===== src/rtl/bam_pkg.sv =====
// Shared constants, request type and partial-product keep rule for the
// broken-array multiplier scheduler.
package bam_pkg;

  localparam int BAM_WIDTH_DEF = 8;
  localparam int BAM_HCUT_DEF  = 5;
  localparam int BAM_VCUT_DEF  = 7;
  localparam int BAM_IDW_DEF   = 2;

  typedef struct packed {
    logic [BAM_WIDTH_DEF-1:0] a;
    logic [BAM_WIDTH_DEF-1:0] b;
    logic [BAM_IDW_DEF-1:0]   id;
  } bam_req_t;

  // Partial-product bit a[j]&b[i] survives only outside both cuts.
  function automatic logic bam_ppmask(input int i, input int j,
                                      input int hcut = BAM_HCUT_DEF,
                                      input int vcut = BAM_VCUT_DEF);
    return (i >= hcut) && ((i + j) >= vcut);
  endfunction

endpackage


===== src/rtl/bam_mul_core.sv =====
// Combinational broken-array approximate multiplier: masked partial-product
// rows accumulated by a ripple chain of row adders.
module bam_mul_core
  import bam_pkg::*;
#(
  parameter int WIDTH = BAM_WIDTH_DEF,
  parameter int HCUT  = BAM_HCUT_DEF,
  parameter int VCUT  = BAM_VCUT_DEF
) (
  input  logic [WIDTH-1:0]   a,
  input  logic [WIDTH-1:0]   b,
  output logic [2*WIDTH-1:0] p
);

  logic [2*WIDTH-1:0] sum_s [WIDTH+1];

  assign sum_s[0] = '0;

  for (genvar i = 0; i < WIDTH; i++) begin : g_row
    logic [WIDTH-1:0]   keep_s;
    logic [2*WIDTH-1:0] row_s;
    for (genvar j = 0; j < WIDTH; j++) begin : g_col
      assign keep_s[j] = bam_ppmask(i, j, HCUT, VCUT);
    end
    assign row_s        = {{WIDTH{1'b0}}, a & keep_s & {WIDTH{b[i]}}} << i;
    assign sum_s[i + 1] = sum_s[i] + row_s;
  end

  assign p = sum_s[WIDTH];

endmodule


===== src/rtl/bam_mul_sched.sv =====
// Round-robin scheduler sharing one BAM multiplier among N_REQ requesters
// through a two-stage (operand, product) pipeline with a tagged response.
module bam_mul_sched
  import bam_pkg::*;
#(
  parameter int WIDTH = BAM_WIDTH_DEF,
  parameter int HCUT  = BAM_HCUT_DEF,
  parameter int VCUT  = BAM_VCUT_DEF,
  parameter int N_REQ = 4,
  parameter int IDW   = BAM_IDW_DEF
) (
  input  logic                   clk,
  input  logic                   rst_n,
  input  logic [N_REQ-1:0]       req_valid,
  output logic [N_REQ-1:0]       req_ready,
  input  logic [N_REQ*WIDTH-1:0] req_a,
  input  logic [N_REQ*WIDTH-1:0] req_b,
  output logic                   resp_valid,
  input  logic                   resp_ready,
  output logic [IDW-1:0]         resp_id,
  output logic [2*WIDTH-1:0]     resp_out,
  output logic                   busy
);

  logic               v1_r;
  logic [WIDTH-1:0]   a1_r;
  logic [WIDTH-1:0]   b1_r;
  logic [IDW-1:0]     id1_r;
  logic [IDW-1:0]     ptr_r;

  logic               adv_s;
  logic               acc_s;
  logic               found_s;
  logic               xfer_s;
  logic [IDW-1:0]     win_s;
  logic [IDW-1:0]     ptr_nxt_s;
  logic [WIDTH-1:0]   a_sel_s;
  logic [WIDTH-1:0]   b_sel_s;
  logic [2*WIDTH-1:0] prod_s;

  assign adv_s = !resp_valid || resp_ready;
  assign acc_s = !v1_r || adv_s;

  // Scan from ptr_r upward (wrapping) for the first valid requester.
  always_comb begin
    found_s = 1'b0;
    win_s   = '0;
    for (int o = 0; o < N_REQ; o++) begin
      if (!found_s && req_valid[(int'(ptr_r) + o) % N_REQ]) begin
        found_s = 1'b1;
        win_s   = IDW'((int'(ptr_r) + o) % N_REQ);
      end else begin
        found_s = found_s;
      end
    end
  end

  // Grant the winner only while S1 can take it and reset is released.
  always_comb begin
    req_ready = '0;
    if (found_s && acc_s && rst_n) begin
      req_ready[win_s] = 1'b1;
    end else begin
      req_ready = '0;
    end
  end

  assign xfer_s    = |req_ready;
  assign ptr_nxt_s = IDW'((int'(win_s) + 1) % N_REQ);
  assign a_sel_s   = req_a[win_s*WIDTH +: WIDTH];
  assign b_sel_s   = req_b[win_s*WIDTH +: WIDTH];
  assign busy      = v1_r | resp_valid;

  bam_mul_core #(
    .WIDTH (WIDTH),
    .HCUT  (HCUT),
    .VCUT  (VCUT)
  ) u_core (
    .a (a1_r),
    .b (b1_r),
    .p (prod_s)
  );

  // Operand capture; contents are qualified by v1_r so no reset is needed.
  always_ff @(posedge clk) begin
    if (xfer_s) begin
      a1_r  <= a_sel_s;
      b1_r  <= b_sel_s;
      id1_r <= win_s;
    end else begin
      a1_r  <= a1_r;
      b1_r  <= b1_r;
      id1_r <= id1_r;
    end
  end

  // Control state: priority pointer, S1 valid and the S2 response register.
  always_ff @(posedge clk or negedge rst_n) begin
    if (!rst_n) begin
      ptr_r      <= '0;
      v1_r       <= 1'b0;
      resp_valid <= 1'b0;
      resp_out   <= '0;
      resp_id    <= '0;
    end else begin
      if (xfer_s) begin
        ptr_r <= ptr_nxt_s;
        v1_r  <= 1'b1;
      end else if (adv_s) begin
        v1_r  <= 1'b0;
      end else begin
        v1_r  <= v1_r;
      end
      if (adv_s) begin
        resp_valid <= v1_r;
      end else begin
        resp_valid <= resp_valid;
      end
      // Data only moves with a real transaction so an empty slot keeps old values.
      if (adv_s && v1_r) begin
        resp_out <= prod_s;
        resp_id  <= id1_r;
      end else begin
        resp_out <= resp_out;
        resp_id  <= resp_id;
      end
    end
  end

endmodule


===== config.mk =====
export PLATFORM = sky130hd
export DESIGN_NAME = bam_mul_sched
export DESIGN_NICKNAME = d
export VERILOG_FILES = /design/src/rtl/bam_pkg.sv /design/src/rtl/bam_mul_core.sv /design/src/rtl/bam_mul_sched.sv
export SDC_FILE = /design/constraint.sdc
export NUM_CORES = 1
export LEC_CHECK = 0
export CAP_MARGIN = 20
export CORE_ASPECT_RATIO = 0.75
export CORE_MARGIN = 10
export CORE_UTILIZATION = 42
export CTS_CLUSTER_DIAMETER = 200
export CTS_CLUSTER_SIZE = 8
export DETAILED_ROUTE_END_ITERATION = 8
export GPL_TIMING_DRIVEN = 0
export PLACE_DENSITY = 0.82
export SLEW_MARGIN = 5
export SYNTH_ARGS = -nofsm -noshare
export SYNTH_HDL_FRONTEND = slang
export SYNTH_SLANG_ARGS = --single-unit

===== constraint.sdc =====
create_clock -name clk -period 3.24 [get_ports clk]
set_clock_uncertainty 0.1 [all_clocks]
set_input_delay 0.324 -clock clk [delete_from_list [all_inputs] [get_ports clk]]
set_output_delay 0.324 -clock clk [all_outputs]
set_load 0.03 [all_outputs]

==> reports/qor.yml <==
die_area_mm2: 0.008030
place_congestion: 0.8207
hold_violations: 0
wl_um: 4654
ys_seq_elements: 28
die_h_um: 80.15
yosys-top-cells-count: "mux2i_1 (33), nand2_1 (25), dfrtp_1 (15)"
die_w_um: 100.2
clk_pin_slew_ps: 90
async_flop_share_pct: 53.57
routedWlPerCell_um: 14.15
p_sw_share_pct: 38.27
ys_top_cells_by_area: "edfxtp_1 (19%), dfrtp_1 (19%), mux2i_1 (16%)"
synth_ff_type: "dfrtp_1"
fin_total_pwr_mw: 1.947
leakagePower_nw: 1.311
synth_top_cell_by_area: "edfxtp_1"
drv_cap: 0
clkPwrFrac_pct: 13.8
drt-initial-drc-count: 49
status: "complete, no violations"
numCtsBuffers: 3
grt_pass1_wl_um: 7976
hp-class: "in2async"
grt_pass1_vias: 1791
yosysSeqAreaShare_pct: 37.80
synth_most_common_cell: "mux2i_1"
cp.required_ps: 2820
ys_warn_count: 0
cp.arrival_ps: 2610
ioPinCount: 95
hold_buffers: 0
final_net_count: 359
dp_hpwl_um: 4040
ant_nets: 0
seq_power_share_pct: 29.3
via_per_inst: 4.729
initial_utilization_pct: 44.31
internal_power_mw: 1.202
drt-pass1-iter-count: 4
pre_cts_ws_ps: -73.36
drv_slew: 0
port_buffers: 67
cts_setup_buffers: 0
grt_setup_unrepaired: "no"
netSwitchingPower_mw: 0.7452
track_usage_pct: 11.91
grt_start_max_net_pins: 21
finalCritPeriodShare_pct: 93.73
cts_root_buffer: "clkbuf_8"
syn_area_mm2: 0.002026
maxSlewHeadroom_pct: 51.44
peakVddDrop_mv: 0.4693
coreArea_mm2: 0.004572
num_vias: 1556
netlist_instances: 194
cts_tree: "done"
setup_viol: 0
setup.worst_path.end_class: "primary output"
yosys.area.top_type_share_pct: 19.27
drc: 0
syn_avg_cell_area_um2: 10.44
final_layout_size_suffix_gt1_share_pct: 9.191
overflow: 0
max_freq_mhz: 329.3
period_needed_ps: 3037
rows: 21
setup_ws_ps: 203.1
diodes: 0
critPathLaunchType: "input port"
cts.sinks: 28
critical_path_class: "in2out"
critical_path_peak_fanout: 10
cts_max_level: 1
fill_cells: 393
p_per_area_mw_per_mm2: 677.2
comb_power_share_pct: 56.9
ys_types: 35
synth-edff-count: 13
worst_skew_pair.late_latency_ps: 270
grt_antenna_before_repair: 0
syn2layout_area_growth_pct: 41.94
clk_path_buf_depth: 2
worstMarginPinSlew_ps: 728.4
## kinds of logic (layout without fill, tap and decap cells)
kind of cell	after synthesis	count (layout)	synth area share (%)
xor+xnor	5	5	2.533
buf+inv	27	99	8.276
simple gates	55	55	12.85
other cells	1	7	0.1851
compound gates	26	26	7.969
mux	37	37	18.53
fa+ha+maj	15	15	11.86
flops	28	28	37.80
## flip-flops by register name (all words and copies together) (netlist names)
| register | flops |
|---|---|
| resp_out | 9 |
| a1_r | 8 |
| b1_r | 3 |
| id1_r | 2 |
| ptr_r | 2 |
| resp_id | 2 |
| resp_valid | 1 |
| v1_r | 1 |
## repair_timing
| action | in CTS | in global routing |
|---|---|---|
| resized for setup | 1 | 0 |
| hold endpoints to repair | 0 | 0 |
| endpoints found under the setup margin | 4 | 0 |
## power groups by stage
| stage | combinational (mW) | clock, mW | sequential [mW] |
|---|---|---|---|
| after floorplan | 0.654 | 0 | 0.686 |
| after global placement | 1.08 | 0 | 0.574 |
| after detailed placement | 1.11 | 0 | 0.580 |
| after CTS | 1.12 | 0.276 | 0.572 |
| after global routing | 1.22 | 0.289 | 0.588 |
| final | 1.11 | 0.269 | 0.570 |
## cells in the final DEF, fill, tap and decap left out, types with 7 or more instances in the layout
| master | netlist | layout |
|---|---|---|
| a21oi_1 | 8 | 7 |
| buf_4 | 7 | 7 |
| clkdlybuf4s50_1 | 0 | 66 |
| conb_1 | 1 | 7 |
| dfrtp_1 | 15 | 15 |
| edfxtp_1 | 13 | 13 |
| fa_1 | 7 | 7 |
| ha_1 | 8 | 8 |
| inv_1 | 14 | 14 |
| mux2i_1 | 33 | 33 |
| nand2_1 | 25 | 25 |
| nor2_1 | 8 | 8 |
| o21ai_0 | 8 | 8 |
## metal layers
layer | wire length [um] | vias up | global-route usage [%]
met1 | 2031 | 692 | 13.30
met3 | 611 | 2 | 7.186
met2 | 1977 | 63 | 18.97
met5 | 0 | - | 0
met4 | 34 | 0 | 2.958
li1 | - | 799 | -
## area by class of cell
class	count	area (um2)	area share, %
buffer	13	115.1	4.003
clock buffer	3	41.29	1.436
clock inverter	1	30.03	1.044
inverter	14	52.55	1.828
multi-input combinational	145	1119	38.90
sequential	28	765.7	26.63
tap	57	71.32	2.480
timing repair buffer	68	680.7	23.67
## worst max-delay path, cell delays in order
cell             delay (ps)
clkdlybuf4s50_1         530
inv_1                    60
a21o_1                  170
a211o_1                 300
buf_6                   150
buf_6                   150
inv_1                    90
and3_1                  160
clkdlybuf4s50_1         680
## final timing paths
kind	from	endpoint	slack, ps	depth (start not counted)
setup / recovery	req_valid[3]	req_ready[3]	200	9
hold / removal	rst_n	resp_valid$_DFFE_PN0P_	110	1
setup reg to reg	b1_r[7]$_DFFE_PP_	resp_out[14]$_DFFE_PN0P_	600	11
hold reg to reg	resp_out[9]$_DFFE_PN0P_	resp_out[9]$_DFFE_PN0P_	390	2
max in group asynchronous	rst_n	resp_out[15]$_DFFE_PN0P_	2470	1
min in group clk	resp_out[9]$_DFFE_PN0P_	resp_out[9]$_DFFE_PN0P_	390	2
## per-stage QoR
stage	instances	util [%]	hold slack [ps]	area [um2]	TNS, ps
4_1_cts	329	62.89	135.6	2875	0
3_3_place_gp	324	61.03	359.4	2790	-5007
2_1_floorplan	200	-	-71.59	2048	0
5_1_grt	329	62.89	176.6	2875	0
3_5_place_dp	325	61.36	367.3	2805	-183.0
6_report	329	62.89	112.4	2875	0
Note: power is estimated with default switching activity, not from simulation.
